===== src/rtl/fetch_queue_if.sv =====
// -----------------------------------------------------------------------------
// fetch_queue_if
// Purpose : bundles the fetch2 push handshake and the decode-side head view of
//           the fetch queue into one interface.
// Signals :
//   push_valid / push_ready : fetch2 packet handshake
//   push_pc                 : PC of inst0 (push_data[63:32]); inst1 PC is +4
//   push_data               : [63:32] = inst0, [31:0] = inst1
//   push_mask               : bit0 = inst0 valid, bit1 = inst1 valid
//   inst0/pc0/valid0        : oldest pending instruction
//   inst1/pc1/valid1        : next instruction from the same packet
//   pop                     : instructions consumed this cycle (0, 1 or 2)
//   count                   : occupied packet entries
// Modports: master = fetch2/decode side, slave = the queue itself.
// -----------------------------------------------------------------------------
interface fetch_queue_if #(
  parameter int DEPTH = 4
) ();
  localparam int PTR_W = $clog2(DEPTH);

  logic             push_valid;
  logic             push_ready;
  logic [31:0]      push_pc;
  logic [63:0]      push_data;
  logic [1:0]       push_mask;
  logic [31:0]      inst0;
  logic [31:0]      inst1;
  logic [31:0]      pc0;
  logic [31:0]      pc1;
  logic             valid0;
  logic             valid1;
  logic [1:0]       pop;
  logic [PTR_W:0]   count;

  modport master (
    output push_valid, push_pc, push_data, push_mask, pop,
    input  push_ready, inst0, inst1, pc0, pc1, valid0, valid1, count
  );

  modport slave (
    input  push_valid, push_pc, push_data, push_mask, pop,
    output push_ready, inst0, inst1, pc0, pc1, valid0, valid1, count
  );
endinterface


===== src/rtl/fetch_queue.sv =====
// -----------------------------------------------------------------------------
// fetch_queue
// Purpose : dual-slot instruction buffer between imem fetch (fetch2) and
//           decode. Holds DEPTH fetch packets {pc, 64-bit data, 2-bit mask}
//           so a decode stall does not stall the imem read. Decode may take
//           0, 1 or 2 instructions per cycle; a half-consumed packet stays at
//           the head with its remaining instruction shifted into slot 0.
// Ports   :
//   clock_i  : core clock
//   resetn_i : asynchronous active-low reset
//   flush_i  : synchronous clear (redirect / trap), beats push and pop
//   fq       : fetch_queue_if.slave (push handshake, head view, pop, count)
// Options : define FETCH_QUEUE_BYPASS_EN to drive the head view straight from
//           the push inputs when the queue is empty (zero-latency path).
// -----------------------------------------------------------------------------

`ifndef SYNTHESIS
// Simulation-only checker: decode must never pop more than it is shown.
module fetch_queue_chk (
  input logic       clock_i,
  input logic       resetn_i,
  input logic       flush_i,
  input logic [1:0] pop_i,
  input logic [1:0] nvalid_i
);
  // Report over-pops; the queue itself clamps them.
  always @(posedge clock_i) begin
    if (resetn_i && !flush_i) begin
      assert (pop_i <= nvalid_i)
        else $error("fetch_queue: pop %0d exceeds %0d valid slots", pop_i, nvalid_i);
    end
  end
endmodule
`endif

module fetch_queue #(
  parameter  int DEPTH = 4,
  localparam int PTR_W = $clog2(DEPTH)
) (
  input logic          clock_i,
  input logic          resetn_i,
  input logic          flush_i,
  fetch_queue_if.slave fq
);
  localparam logic [PTR_W:0]   FULL_CNT = (PTR_W+1)'(DEPTH);
  localparam logic [PTR_W-1:0] PTR_ONE  = PTR_W'(1);

  // Packet storage and pointers
  logic [31:0]      r_pc   [DEPTH];
  logic [63:0]      r_data [DEPTH];
  logic [1:0]       r_mask [DEPTH];
  logic [PTR_W-1:0] r_head;
  logic [PTR_W-1:0] r_tail;
  logic [PTR_W:0]   r_count;

  logic        w_empty;
  logic        w_ready;
  logic        w_push_ok;
  logic        w_bypass;
  logic [31:0] w_src_pc;
  logic [63:0] w_src_data;
  logic [1:0]  w_src_mask;
  logic [31:0] w_inst0;
  logic [31:0] w_inst1;
  logic [31:0] w_pc0;
  logic [31:0] w_pc1;
  logic        w_valid0;
  logic        w_valid1;
  logic [1:0]  w_nvalid;
  logic [1:0]  w_pop_eff;
  logic        w_retire;
  logic        w_partial;
  logic        w_wr_en;
  logic [1:0]  w_wr_mask;
  logic        w_inc;
  logic        w_head_retire;
  logic        w_head_partial;

  assign w_empty   = (r_count == {(PTR_W+1){1'b0}});
  // Ready ignores pop on purpose: a full queue refuses even if it drains now.
  assign w_ready   = (r_count != FULL_CNT);
  assign w_push_ok = fq.push_valid && w_ready;

`ifdef FETCH_QUEUE_BYPASS_EN
  // Gated by reset so the view stays invalid while resetn_i is low.
  assign w_bypass = resetn_i && w_empty && fq.push_valid && (fq.push_mask != 2'b00);
`else
  assign w_bypass = 1'b0;
`endif

  // Pick the packet the head view is built from: bypassed push, head entry, or nothing.
  always_comb begin
    w_src_pc   = 32'h0;
    w_src_data = 64'h0;
    w_src_mask = 2'b00;
    if (w_bypass) begin
      w_src_pc   = fq.push_pc;
      w_src_data = fq.push_data;
      w_src_mask = fq.push_mask;
    end else if (!w_empty) begin
      w_src_pc   = r_pc[r_head];
      w_src_data = r_data[r_head];
      w_src_mask = r_mask[r_head];
    end else begin
      w_src_mask = 2'b00;
    end
  end

  // Decode the source packet into the two output slots, shifting a lone slot1 down.
  always_comb begin
    w_inst0  = 32'h0;
    w_inst1  = 32'h0;
    w_pc0    = 32'h0;
    w_pc1    = 32'h0;
    w_valid0 = 1'b0;
    w_valid1 = 1'b0;
    w_nvalid = 2'd0;
    case (w_src_mask)
      2'b11: begin
        w_inst0  = w_src_data[63:32];
        w_pc0    = w_src_pc;
        w_inst1  = w_src_data[31:0];
        w_pc1    = w_src_pc + 32'd4;
        w_valid0 = 1'b1;
        w_valid1 = 1'b1;
        w_nvalid = 2'd2;
      end
      2'b01: begin
        w_inst0  = w_src_data[63:32];
        w_pc0    = w_src_pc;
        w_valid0 = 1'b1;
        w_nvalid = 2'd1;
      end
      2'b10: begin
        w_inst0  = w_src_data[31:0];
        w_pc0    = w_src_pc + 32'd4;
        w_valid0 = 1'b1;
        w_nvalid = 2'd1;
      end
      default: begin
        w_nvalid = 2'd0;
      end
    endcase
  end

  // Clamp the pop to what is shown and classify it as a retire or a half-consume.
  always_comb begin
    if (fq.pop > w_nvalid) begin
      w_pop_eff = w_nvalid;
    end else begin
      w_pop_eff = fq.pop;
    end
    w_retire  = (w_pop_eff != 2'd0) && (w_pop_eff == w_nvalid);
    w_partial = (w_nvalid == 2'd2) && (w_pop_eff == 2'd1);
  end

  // Work out what gets written at tail and what happens to the head entry.
  always_comb begin
    w_wr_mask      = fq.push_mask;
    w_wr_en        = 1'b0;
    w_inc          = 1'b0;
    w_head_retire  = 1'b0;
    w_head_partial = 1'b0;
    if (w_bypass) begin
      // Consumption applies to the pushed packet; store only the leftover.
      w_wr_en = !w_retire;
      w_inc   = !w_retire;
      if (w_partial) begin
        w_wr_mask = 2'b10;
      end else begin
        w_wr_mask = fq.push_mask;
      end
    end else begin
      // An all-empty mask is accepted but never stored.
      w_wr_en        = w_push_ok && (fq.push_mask != 2'b00);
      w_inc          = w_wr_en;
      w_head_retire  = w_retire;
      w_head_partial = w_partial;
    end
  end

  // Queue state: async reset, flush clears like reset, else push/pop update.
  always_ff @(posedge clock_i or negedge resetn_i) begin
    if (!resetn_i) begin
      r_head  <= '0;
      r_tail  <= '0;
      r_count <= '0;
      for (int i = 0; i < DEPTH; i++) begin
        r_pc[i]   <= 32'h0;
        r_data[i] <= 64'h0;
        r_mask[i] <= 2'b00;
      end
    end else if (flush_i) begin
      r_head  <= '0;
      r_tail  <= '0;
      r_count <= '0;
      for (int i = 0; i < DEPTH; i++) begin
        r_pc[i]   <= 32'h0;
        r_data[i] <= 64'h0;
        r_mask[i] <= 2'b00;
      end
    end else begin
      if (w_wr_en) begin
        r_pc[r_tail]   <= fq.push_pc;
        r_data[r_tail] <= fq.push_data;
        r_mask[r_tail] <= w_wr_mask;
        r_tail         <= r_tail + PTR_ONE;
      end
      // Head and tail never alias here: a write while non-empty implies not full.
      if (w_head_retire) begin
        r_mask[r_head] <= 2'b00;
        r_head         <= r_head + PTR_ONE;
      end else if (w_head_partial) begin
        r_mask[r_head] <= 2'b10;
      end
      r_count <= r_count + (PTR_W+1)'(w_inc) - (PTR_W+1)'(w_head_retire);
    end
  end

  assign fq.push_ready = w_ready;
  assign fq.count      = r_count;
  assign fq.inst0      = w_inst0;
  assign fq.inst1      = w_inst1;
  assign fq.pc0        = w_pc0;
  assign fq.pc1        = w_pc1;
  assign fq.valid0     = w_valid0;
  assign fq.valid1     = w_valid1;

`ifndef SYNTHESIS
  fetch_queue_chk u_chk (
    .clock_i  (clock_i),
    .resetn_i (resetn_i),
    .flush_i  (flush_i),
    .pop_i    (fq.pop),
    .nvalid_i (w_nvalid)
  );
`endif
endmodule


===== src/flat_wrapper.sv =====
// flat-port wrapper written by rule: the top's interface ports become plain ports
module fetch_queue_flat 
#(
  parameter  int DEPTH = 4,
  localparam int PTR_W = $clog2(DEPTH)
)
  (clock_i, resetn_i, flush_i, fq_push_valid, fq_push_pc, fq_push_data, fq_push_mask, fq_pop, fq_push_ready, fq_inst0, fq_inst1, fq_pc0, fq_pc1, fq_valid0, fq_valid1, fq_count);
  fetch_queue_if #(.DEPTH(DEPTH)) fq_i ();
  input logic clock_i;
  input logic resetn_i;
  input logic flush_i;
  input wire logic [$bits(fq_i.push_valid)-1:0] fq_push_valid;
  input wire logic [$bits(fq_i.push_pc)-1:0] fq_push_pc;
  input wire logic [$bits(fq_i.push_data)-1:0] fq_push_data;
  input wire logic [$bits(fq_i.push_mask)-1:0] fq_push_mask;
  input wire logic [$bits(fq_i.pop)-1:0] fq_pop;
  output wire logic [$bits(fq_i.push_ready)-1:0] fq_push_ready;
  output wire logic [$bits(fq_i.inst0)-1:0] fq_inst0;
  output wire logic [$bits(fq_i.inst1)-1:0] fq_inst1;
  output wire logic [$bits(fq_i.pc0)-1:0] fq_pc0;
  output wire logic [$bits(fq_i.pc1)-1:0] fq_pc1;
  output wire logic [$bits(fq_i.valid0)-1:0] fq_valid0;
  output wire logic [$bits(fq_i.valid1)-1:0] fq_valid1;
  output wire logic [$bits(fq_i.count)-1:0] fq_count;
  assign fq_i.push_valid = fq_push_valid;
  assign fq_i.push_pc = fq_push_pc;
  assign fq_i.push_data = fq_push_data;
  assign fq_i.push_mask = fq_push_mask;
  assign fq_i.pop = fq_pop;
  assign fq_push_ready = fq_i.push_ready;
  assign fq_inst0 = fq_i.inst0;
  assign fq_inst1 = fq_i.inst1;
  assign fq_pc0 = fq_i.pc0;
  assign fq_pc1 = fq_i.pc1;
  assign fq_valid0 = fq_i.valid0;
  assign fq_valid1 = fq_i.valid1;
  assign fq_count = fq_i.count;
  fetch_queue #(.DEPTH(DEPTH)) u_core (.clock_i(clock_i), .resetn_i(resetn_i), .flush_i(flush_i), .fq(fq_i));
endmodule

===== config.mk =====
export PLATFORM = sky130hd
export DESIGN_NAME = fetch_queue_flat
export DESIGN_NICKNAME = d
export VERILOG_FILES = /design/src/rtl/fetch_queue_if.sv /design/src/rtl/fetch_queue.sv /design/src/flat_wrapper.sv
export SDC_FILE = /design/constraint.sdc
export NUM_CORES = 1
export LEC_CHECK = 0
export CORE_UTILIZATION = 50
export CTS_CLUSTER_SIZE = 14
export DETAILED_ROUTE_END_ITERATION = 8
export PLACE_DENSITY = 0.7
export SETUP_SLACK_MARGIN = 0.2
export SLEW_MARGIN = 25
export SYNTH_ARGS = -nofsm -noshare
export SYNTH_HDL_FRONTEND = slang
export SYNTH_SLANG_ARGS = --single-unit

===== constraint.sdc =====
create_clock -name clock_i -period 9.61 [get_ports clock_i]
set_input_delay 1.4415 -clock clock_i [delete_from_list [all_inputs] [get_ports clock_i]]
set_output_delay 1.4415 -clock clock_i [all_outputs]
set_load 0.03 [all_outputs]

## Yosys cells after proc, flatten, opt, wreduce, memory -nomap -nowiden

Index checks and enable logic that the tools add are counted.

- Add/sub/neg operators: 5
- $lt $le $gt $ge: 5
- Eq/ne operators: 7
- Multiplexer cells: 45
- Bitwise gates (word level): 7
- Reductions and logical operators: 14

Operators by type and width:

| cell | count |
|---|---|
| two-way mux 256 bit | 2 |
| bitwise mux 256 bit | 1 |
| two-way mux 128 bit | 2 |
| two-way mux 64 bit | 4 |
| two-way mux 32 bit | 6 |
| binary-select mux 64 bit (select 2 bit) | 1 |
| bitwise mux 128 bit | 1 |
| demux 64 bit (select 2 bit) | 1 |
| one-hot mux 32 bit (2 select lines) | 2 |
| binary-select mux 32 bit (select 2 bit) | 1 |
| demux 32 bit (select 2 bit) | 1 |
| two-way mux 8 bit | 5 |
| adder 32 x 3 -> 32 bit, second input constant | 1 |
| two-way mux 2 bit | 10 |
| bitwise AND 8 bit | 1 |
| bitwise mux 8 bit | 1 |
| demux 2 bit (select 2 bit) | 2 |
| inverter 8 bit | 1 |
| nonzero test 2 bit | 4 |
| equality test 2 bit, second input constant | 3 |
| >= comparator 3 bit, second input constant | 2 |
| logical AND 1 bit | 6 |
| < comparator 3 x 1 -> 1 bit, second input constant | 2 |
| inverter 2 -> 3 bit | 2 |
| 17 further kinds | 21 |

- Bits in registers: 399
- Input bits: 104
- Output and inout bits: 134
- Word-level logic and storage cells: 98

## Depth between registers and ports, before layout

Gate-level depths: netlist (run 1).

- Depth after elaboration: 15
- Depth in mapped cells: 19
- Mapped depth without buffers: 15

## Worst setup path before layout (run 1)

No wires, ideal clock.

- Kind: register to output
- From: register u_core.r_count[1] (netlist: u_core.fq.count[1])
- To: output port fq_pc0[28]
- Arrival time: 4,035 ps
- Required time: 8,168 ps
- Setup slack: 4,133 ps
- Stages on the path, launching flop included: 13
- Path buffers: 4
- Cell sequence: dfrtp_1 > or3_1 > buf_2 > clkbuf_1 > clkbuf_1 > clkbuf_1 > and2_1 > ha_1 > nand2_1 > nor4_4 > nand4_2 > mux2i_1 > nor4_1

- Longest elaborated chain between the ends: 5
- Elaborated cells on any way between the ends: 9
- Classes of those cells: add/sub (1); eq/ne (3); mux (3); reduce/logical (2)

RTL lines:

| item | RTL line | text |
|---|---|---|
| from (decl) | fetch_queue.sv:54 | `logic [PTR_W:0] r_count;` |
| from (signal assigned) | fetch_queue.sv:216 | `r_count <= r_count + (PTR_W+1)'(w_inc) - (PTR_W+1)'(w_head_retire);` |
| zero test 3 bit * | fetch_queue.sv:79 | `assign w_empty = (r_count == {(PTR_W+1){1'b0}});` |
| branches (longest 3 deep; another with adder 32 x 3 -> 32 bit) | -- |  |
| one-hot mux 32 bit (2 select lines) * | fetch_queue.sv:118 | `case (w_src_mask)` |
| to (decl) | flat_wrapper.sv:20 | `output wire logic [$bits(fq_i.pc0)-1:0] fq_pc0;` |

Every way passes the cells marked *.

## Final worst setup path (run 1)

- From: register u_core.r_head[0]
- To: output port fq_pc0[29]

- Longest elaborated chain between the ends: 8
- Elaborated cells on any way between the ends: 15
- Classes of those cells: add/sub (1); eq/ne (3); mux (9); bitwise (1); reduce/logical (1)

RTL lines:

| item | RTL line | text |
|---|---|---|
| from (decl) | fetch_queue.sv:52 | `logic [PTR_W-1:0] r_head;` |
| from (signal assigned) | fetch_queue.sv:212 | `r_head <= r_head + PTR_ONE;` |
| inverter 2 -> 3 bit (implied by the code) * | fetch_queue.sv:101, fetch_queue.sv:103 |  |
| branches (longest 6 deep; another with adder 32 x 3 -> 32 bit) | -- |  |
| one-hot mux 32 bit (2 select lines) * | fetch_queue.sv:118 |  |

Every way passes the cells marked *. The select of a mux whose other input is x is not followed.

==> results.md, run 1 <==
- Status: completed
- Crit end category: output pin
- Site Rows: 74
- Commonest cells in the netlist: nand2_1, dfrtp_1, a21oi_1
- Yosys top cell area share: around 48%
- Hold_sp: u_core.r_pc[35]
- Die area: 42500 µm²
- Synth area leaders: dfrtp_1, nand2_1, mux4_2
- Critical path class: reg -> out
- DP HPWL: 40700 µm
- VDD IR max: around 0.00013 V
- Reg area: 9990 µm²
- Final GP Congestion: roughly 0.89
- Hold buffer count at cts: 0
- Total number of vias: ~18000
- Post-synth EDFFs: 0
- Routed Wire Length: around 66000 µm
- Final core utilization: 60.6%
- Filler instances: about 3500
- Synth Cell Area: about 21000 µm²
- Syn Inst Count: ~2300
- Vias in the first global route: around 18000
- Area Growth Syn to Fin: 19.1%
- Worst R2R Path Depth: 16
- IO Port Bufs: around 240
- Leak: roughly 9.8 nW
- CP Launch Type: flip-flop
- Wire per inst: between 20 and 25 µm
- Worst slew pin tran: 1.01 ns
- Syn_area_per_cell: between 9 and 10 µm²
- Fmax: approximately 150 MHz
- Die X: just over 200 µm
- Tightest Hold Check Type: reg -> reg
- Detailed Routing Iterations Pass 1: 5
- CTS resizes: 0
- Synth Warn #: 0
- Setup Viol. Count Final: 0
- Initial antenna violation count: 11
- Starting density of the core: between 50% and 60%
- Setup TNS: 0 ns
- Drt drc: 0
- Core box area: approximately 41000 µm²
- Hold depth: 2
- Vias per inst: about 6.1
- Max Cap Viol: 0
- Clk_lat worst skew: between 0.5 and 0.6 ns
- Max transition margin: approximately a third
- Final Cycle Share: 68.3%
- Tmin final: approximately 6.6 ns
- Clk slew on worst S/H paths: 0.06 ns
- Die Y: approximately 210 µm
- First-pass GRT wire length: 103000 µm
- Critical Path AT: 5.13 ns
- Multi-input gate area: around 10000 µm²
- Post-CTS setup buffers: 0
- Library cells used by synthesis: between 60 and 70
- Main synth FF type: dfrtp_1
- Gr ovfl total: 0
- TritonCTS Sinks: 399
- Critical path fanouts, max: 42
- Root Driver: clkbuf_16
- Final ANT Viol Nets: 0
- CP required: ~8 ns
- TritonCTS Buffers: 44
- Clock skew after layout: between 0.01 and 0.015 ns
- GR Util All Layers: between 30% and 40%
- Power density cells: ~180 nW/µm²
- Final Hold Viols: 0
- H-tree Lvls: 2
- Iter 0 DRT Violations: roughly 1900
- I/O pin total: 238
- Layout cells sized above 1: about 9.3%
- Layout Nets: ~2500
- Synth Register Bits: ~400
- Post-synthesis net count: 2410
- R2R Path End: u_core.fq.count[2]
- Largest net degree at the start of global routing: ~160
- Hold Path End: u_core.r_pc[35]
- Worst R2R Setup Slack: 4.29 ns
- CTS tree: done
- Post-synthesis cell type with the largest combined area: dfrtp_1
- Async SR Flop Fraction: between 90% and 100%
- Top-count cell post-synth: nand2_1
- RSZ-0062 raised after global routing: false
- Final Slew Violations: 0
- Part of the Yosys area used for sequential elements: between 40% and 50%
- Max clock buf depth: 3
- R2r startpoint: u_core.r_head[1]
report_power, final:
group          switching (mW)  total [mW]  leakage [nW]  internal, mW
combinational           0.641       0.970          3.63         0.328
clock                   0.672        1.62         0.671         0.950
sequential             0.0791        1.85          5.52          1.77
total                    1.39        4.44          9.82          3.05
final cells by class:
cell class / instances / area share, %
antenna: 8 / 0.0807
clock buffer: 65 / 5.21
clock inverter: 8 / 0.303
inverter: 14 / 0.232
multi-input combinational: 1693 / 40.6
sequential: 399 / 40.3
tap: 532 / 2.68
timing repair buffer: 263 / 10.6
critical path: stages, from the launching register on:
cell and delay (ns):
dfrtp_4 0.94, buf_4 0.84, inv_6 0.11, mux4_2 0.58, nor4b_1 0.49, nand4_1 0.31
mux2i_1 0.21, nor4_1 0.28, clkdlybuf4s50_1 0.72
routing by layer:
| metal | track usage (%) | vias up | wire length (µm) |
|---|---|---|---|
| met5 | 0 | - | 49 |
| met4 | 9.95 | 8 | 1690 |
| met3 | 6.51 | 120 | 6400 |
| met2 | 51.5 | 952 | 31700 |
| met1 | 42.2 | 8945 | 26400 |
| li1 | - | 8036 | - |
state kept, by name (all words and copies together) (netlist names):
| signal | count |
|---|---|
| u_core.r_tail | 2 |
| u_core.r_head | 2 |
| u_core.fq.count | 3 |
| u_core.r_data | 256 |
| u_core.r_mask | 8 |
| u_core.r_pc | 128 |
cell usage in the layout, fill, tap and decap left out, types with 3 or more instances in the layout:
cell	instances
ha_1	15
a22o_1	30
a21oi_1	389
dfrtp_1	397
nor2_1	57
o21ai_0	11
and2_1	8
or3_1	7
clkbuf_16	45
or4_1	4
nand3_1	12
clkdlybuf4s50_1	235
xor2_1	10
o22ai_1	8
and2_4	4
mux4_1	8
inv_6	3
xnor2_1	21
mux4_2	94
a221oi_1	4
a221oi_2	4
nand2_1	866
o211ai_1	4
nor4_1	5
mux2_2	7
clkbuf_1	11
buf_4	22
nor3_1	4
inv_1	12
a31oi_1	5
diode_2	8
clkinv_2	4
nand2_4	4
nand4_1	13
nor4b_1	3
mux2i_1	16
clkbuf_8	9
and3_1	34
through the flow:
stage	std cells	power (mW)	setup slack [ns]	area, µm²	hold slack [ns]
detailed placement	2899	2.83	3.65	23400	0.511
floorplan	2290	2.46	4.13	20800	0.495
CTS	2972	4.45	3.03	24700	0.520
global placement	2899	2.82	3.70	23400	0.504
finish	2982	4.44	3.04	24800	0.517
global route	2977	4.61	2.78	24800	0.532
worst max path at each step:
stage	from	endpoint	slack, ns	depth (start not counted)
floorplan	u_core.fq.count[1]	fq_pc0[28]	4.13	12
global placement	u_core.r_head[0]	fq_pc1[30]	3.70	8
detailed placement	u_core.r_head[0]	fq_pc1[30]	3.65	8
CTS	u_core.r_head[0]	fq_pc1[30]	3.03	8
global route	u_core.r_head[0]	fq_pc1[30]	2.78	8
finish	u_core.r_head[0]	fq_pc0[29]	3.04	8
cells by family (layout without fill, tap and decap cells):
kind of cell	after synthesis	after routing	synth area share (%)
AOI/OAI and AO/OA	466	466	12.4
adders and majority gates	16	16	0.997
DFF	399	399	47.9
xor gates and xnor gates	32	32	1.38
muxes	126	126	12.4
and+or+nand+nor	1053	1053	20.9
other	0	8	0
buffers and inverters	198	350	3.97
Note: power is estimated with default switching activity, not from simulation.
==> inputs of run 2 (changes only) <==
PLACE_DENSITY = 0.73   (was 0.7)
clock period = 5.5 ns   (was 9.61 ns; I/O delays follow)
==> run 2 against run 1 <==
  * Sequential share of layout area shrank 0.62 points
  * Sequential cell count is the same
  * Critical path depth shrank 1
  * Die area is the same
  * Critical path type unchanged
  * Register-to-register slack lost 3.3 ns
  * Non-clock buffer count grew 14
  * Combinational power grew 82%
  * Largest power group is now the clock network
==> results.md, run 2 (same netlist as run 1, synthesis figures left out) <==
- Vias per inst: 6.12 (was 6.06)
- Tmin final: a little over 5 ns
- R2r startpoint: u_core.r_head[0] (was u_core.r_head[1])
- Vias in the first global route: 18341 (was 17674)
- RSZ-0062 raised after global routing: false (unchanged)
- H-tree Lvls: 2 (unchanged)
- Final ANT Viol Nets: 0 (unchanged)
- Die Y: 206 µm (unchanged)
- Worst slew pin tran: 1.03 ns (was 1.01 ns)
- Clk slew on worst S/H paths: 0.06 ns (about the same)
- Critical path class: reg -> out (unchanged)
- Final Hold Viols: 0 (unchanged)
- CP Buf/Inv Count: 1 (was 3)
- CP Launch Type: flip-flop (unchanged)
- Worst path max stage delay: 0.72 ns (was 0.94 ns)
- I/O pin total: 238 (unchanged)
- Place WS: 0.900 ns (was 3.65 ns)
- Total number of vias: 18368 (was 18061)
- Root Driver: clkbuf_16 (unchanged)
- TritonCTS Buffers: 44 (unchanged)
- Wire per inst: 22.7 µm (was 22.2 µm)
- Max Cap Viol: 0 (unchanged)
- Iter 0 DRT Violations: 2235 (was 1918)
- Layout Nets: 2549 (was 2535)
- Power density cells: 329 nW/µm² (was 179 nW/µm²)
- TritonCTS Sinks: 399 (unchanged)
- Core box area: 40900 µm² (unchanged)
- Starting density of the core: 50.9% (unchanged)
- Area Growth Syn to Fin: 20.9% (was 19.1%)
- Setup Viol. Count Final: 0 (unchanged)
- Register bank with the most flops: u_core.r_data (unchanged)
- Clock skew after layout: 0.0179 ns (was 0.0116 ns)
- Critical path fanouts, max: 13 (was 42)
- Final Slew Violations: 0 (unchanged)
- IO Port Bufs: 237 (unchanged)
- DP HPWL: 42900 µm (was 40700 µm)
- Clk_lat worst skew: 0.57 ns (about the same)
- CP required: 4.68 ns (was 8.17 ns)
- Number of flip-flops in the largest register: 256 (unchanged)
- Number of instances in the placed design: 2914 (was 2899)
- Drt drc: 0 (unchanged)
- Finished Layout Cells: 2999 (was 2982)
- Leak: 10.0 nW (was 9.82 nW)
- Max transition margin: 31.5% (was 32.4%)
- CTS tree: done (unchanged)
- Critical path's top delay family: simple AND/OR/NAND/NOR gates (was buffers and inverters)
- CP max stage cell: nor4_4 (was dfrtp_4)
- Initial antenna violation count: 8 (was 11)
- Detailed Routing Iterations Pass 1: 6 (was 5)
- Tightest Hold Check Type: in -> async (was reg -> reg)
- Largest net degree at the start of global routing: 152 (was 163)
- Critical Path AT: 4.28 ns (was 5.13 ns)
- Top flop regs: u_core.r_data: 256 flops, u_core.r_pc: 128 flops, u_core.r_mask: 8 flops (unchanged)
- First-pass GRT wire length: 106000 µm (was 103000 µm)
- Layout cells sized above 1: 10.3% (was 9.25%)
- Crit end category: output pin (unchanged)
- Die area: 42500 µm² (unchanged)
- Hold buffer count at cts: 0 (unchanged)
- Gr ovfl total: 0 (unchanged)
- Final GP Congestion: 0.953 (was 0.894)
- Worst path cell trace: mux4_1 -> nand2_1 -> nor4_4 -> nand3_2 -> or4_1 -> a21oi_1 -> clkdlybuf4s50_1 (was buf_4 -> inv_6 -> mux4_2 -> nor4b_1 -> nand4_1 -> mux2i_1 -> nor4_1 -> clkdlybuf4s50_1)
- Die X: 206 µm (unchanged)
- Most common cell after layout, fill and taps aside: nand2_1 (unchanged)
- Final instance area: 25200 µm² (was 24800 µm²)
- Routed Wire Length: 68000 µm (was 66200 µm)
- Most frequent cells in the layout: nand2_1, dfrtp_1, a21oi_1, clkdlybuf4s50_1, mux4_2 (unchanged)
- Setup TNS: 0 ns (unchanged)
- VDD IR max: 0.000241 V (was 0.000132 V)
- Max clock buf depth: 3 (unchanged)
- Worst setup path startpoint: u_core.r_head[0] (unchanged)
- Worst R2R Setup Slack: 1.00 ns (was 4.29 ns)
- Area after DPL: 23500 µm² (was 23400 µm²)
- Final Cycle Share: just over 90%
- Status: completed (unchanged)
- GR Util All Layers: 32.6% (was 31.5%)
- Setup slack after layout: 0.390 ns (was 3.04 ns)
- Fmax: just under 200 MHz
- Site Rows: 74 (unchanged)
run 2: worst paths after layout:
path,to,cells after the start
max,fq_pc0[25],7
min,u_core.r_data[143],1
max reg2reg,u_core.fq.count[2],16
min reg2reg,u_core.r_data[36],2
max in group asynchronous,u_core.fq.count[2],2
min in group clock_i,u_core.r_data[36],2
run 2: layer usage:
layer	track usage, %	part of all wire [%]	vias to the layer above
met3	7.73	10	171
met1	43.1	39	9069
met2	51.8	47	1041
li1	-	-	8075
met5	0	0.12	-
met4	13.5	4.1	12
run 2: power by group:
| part | internal [mW] | switching, mW |
|---|---|---|
| logic | 0.612 | 1.16 |
| registers | 3.10 | 0.120 |
| clock network | 2.06 | 1.25 |
run 2: cell type report:
class                   instances  area (µm²)
fillers                      3459       15700
multi-input cells            1693       10100
flip-flops and latches        399        9990
repair buffers                277        2770
clock buffers                  63        1290
well taps                     532         666
clock inverters                19         334
inverters                      14        57.6
diodes                          2        5.00
run 2: repair_timing:
item / CTS / global route
endpoints found under the setup margin: 0 / 6
buffers inserted: 0 / 1
resized for setup: 0 / 2
hold endpoints to repair: 0 / 0
run 2: per-stage QoR:
stage	hold slack [ns]	utilization (%)	power (mW)
after floorplan	0.495	-	4.30
after global placement	0.504	57.5	4.96
after detailed placement	0.512	57.5	5.00
after CTS	0.249	61.5	8.29
after global routing	0.273	61.6	8.59
final	0.222	61.6	8.30
==> edit (settings of run 1) <==
`DEPTH` is set to 4 in 3 places; all go to 2.
--- a/src/rtl/fetch_queue_if.sv
+++ b/src/rtl/fetch_queue_if.sv
@@ -15,5 +15,5 @@
 // -----------------------------------------------------------------------------
 interface fetch_queue_if #(
-  parameter int DEPTH = 4
+  parameter int DEPTH = 2
 ) ();
   localparam int PTR_W = $clog2(DEPTH);
--- a/src/rtl/fetch_queue.sv
+++ b/src/rtl/fetch_queue.sv
@@ -35,5 +35,5 @@
 
 module fetch_queue #(
-  parameter  int DEPTH = 4,
+  parameter  int DEPTH = 2,
   localparam int PTR_W = $clog2(DEPTH)
 ) (
--- a/src/flat_wrapper.sv
+++ b/src/flat_wrapper.sv
@@ -2,5 +2,5 @@
 module fetch_queue_flat 
 #(
-  parameter  int DEPTH = 4,
+  parameter  int DEPTH = 2,
   localparam int PTR_W = $clog2(DEPTH)
 )
Ports: changed (resized fq_count); port bits go from 238 to 237. No check against the original RTL was run, so the function may have changed too.
==> edit against run 1 <==
Synthesized area shrank 45%; largest power group unchanged; sequential cell count shrank 199; register-to-register slack is essentially flat; power shrank 44%; die area shrank 45%; routed wire length shrank 45%; global-route usage grew 0.092 points; worst setup slack gained 370 ps; design area shrank 42%; clock power shrank 53%; critical endpoint is now fq_pc1[30].
==> edit: results (changes against run 1) <==
Clock network
  – Clk buf depth: 2 (-1)

GRT
  – First-pass GRT wire length: 58200 µm (-43%)
  – Met2 Resource Use GR: 50.0% (-1.4 points)
  – Met1 Resource Use GR: 43.0% (+0.89 points)
  – GRT Util Overall: 31.6% (+0.092 points)
  – Vias in the first global route: 10500 (-41%)

Place
  – Placed Instances: 1837 (-37%)
  – HPWL after DPL: 24400 µm (-40%)

Timing
  – Setup Skew: 17.0 ps (+5.46 ps)

Logic synthesis
  – Yosys cell types: 56 (-18%)
  – Sequential-to-total area share from yosys stat: 43.8% (-4.2 points)
  – Post-synth net total: 1531 (-36%)

Cells and area
  – Layout cells sized above 1: 7.55% (-1.7 points)
  – Nets@finish: 1687 (-33%)
  – FILL cells: 1891 (-46%)
  – Post-route cell area: 14500 µm² (-42%)
  – Fin cells: 1869 (-37%)
  – # diodes: 0 (-8)

Pwr
  – Pleak: 5.48 nW (-44%)
  – Max VDD drop: 96.9 µV (-27%)
  – Overall Power: 2.47 mW (-44%)

Critical path
  – Worst Path Max Fanout: 46 (+9.5%)
  – Crit path largest cell delay: 740 ps (-200 ps)
  – CP top delay family: simple AND/OR/NAND/NOR gates
  – Critical Path Slowest Stage Cell: nand4_1

Drt
  – Initial DRC Count: 881 (-54%)

Outcome
  – Status: completed
## edit: changes by cell type in the layout (fill, tap and decap cells not counted), moves of 51 or more
cell     before  now
nand2_1     866  458
dfrtp_1     397  199
a21oi_1     389  205
mux4_2       94    0
nor2_1       57  111
mux2i_1      16   67
## edit: path summary, 6_finish.rpt
path	cells past startpoint	startpoint	slack, ps	end
hold / removal	2	u_core.r_data[16]	520	u_core.r_data[16]
max in group asynchronous	2	resetn_i	7190	u_core.r_head
setup reg to reg	15	u_core.r_head	4300	u_core.fq.count[1]
min in group asynchronous	1	resetn_i	1070	u_core.r_pc[41]
setup / recovery	11	u_core.fq.count[1]	3410	fq_pc1[30]
hold reg to reg	2	u_core.r_data[16]	520	u_core.r_data[16]
## edit: cell families after synthesis
family	after synthesis	share of synthesized area (%)
buf+inv	123	4.55
simple gates	664	24.7
fa+ha+maj	7	0.766
flops	200	43.8
compound gates	289	14.1
xor+xnor	29	2.29
mux	108	9.90
## edit: layer usage
| metal | part of all wire, % | wire length (µm) |
|---|---|---|
| met5 | 0.047 | 17 |
| met4 | 2.8 | 1030 |
| met3 | 8.2 | 2970 |
| met2 | 46 | 16800 |
| met1 | 43 | 15500 |
## edit: layout make-up
cell class	count	area share (%)
clock inverter	15	1.52
multi-input combinational	1097	41.1
clock buffer	17	2.94
tap	280	2.42
inverter	11	0.285
sequential	200	34.6
timing repair buffer	249	17.1
## edit: power groups by stage
stage          clock [mW]  combinational (mW)  sequential, mW
2_1_floorplan           0               0.492           0.973
3_3_place_gp            0               0.726           0.982
3_5_place_dp            0               0.728           0.986
4_1_cts             0.776               0.731           0.970
5_1_grt             0.807               0.794           0.980
6_report            0.764               0.737           0.971
## edit: tightest hold or removal path, cell delays in order, from the launching register on
cell and delay (ps):
dfrtp_1 380, nand2_1 50, a21oi_1 50
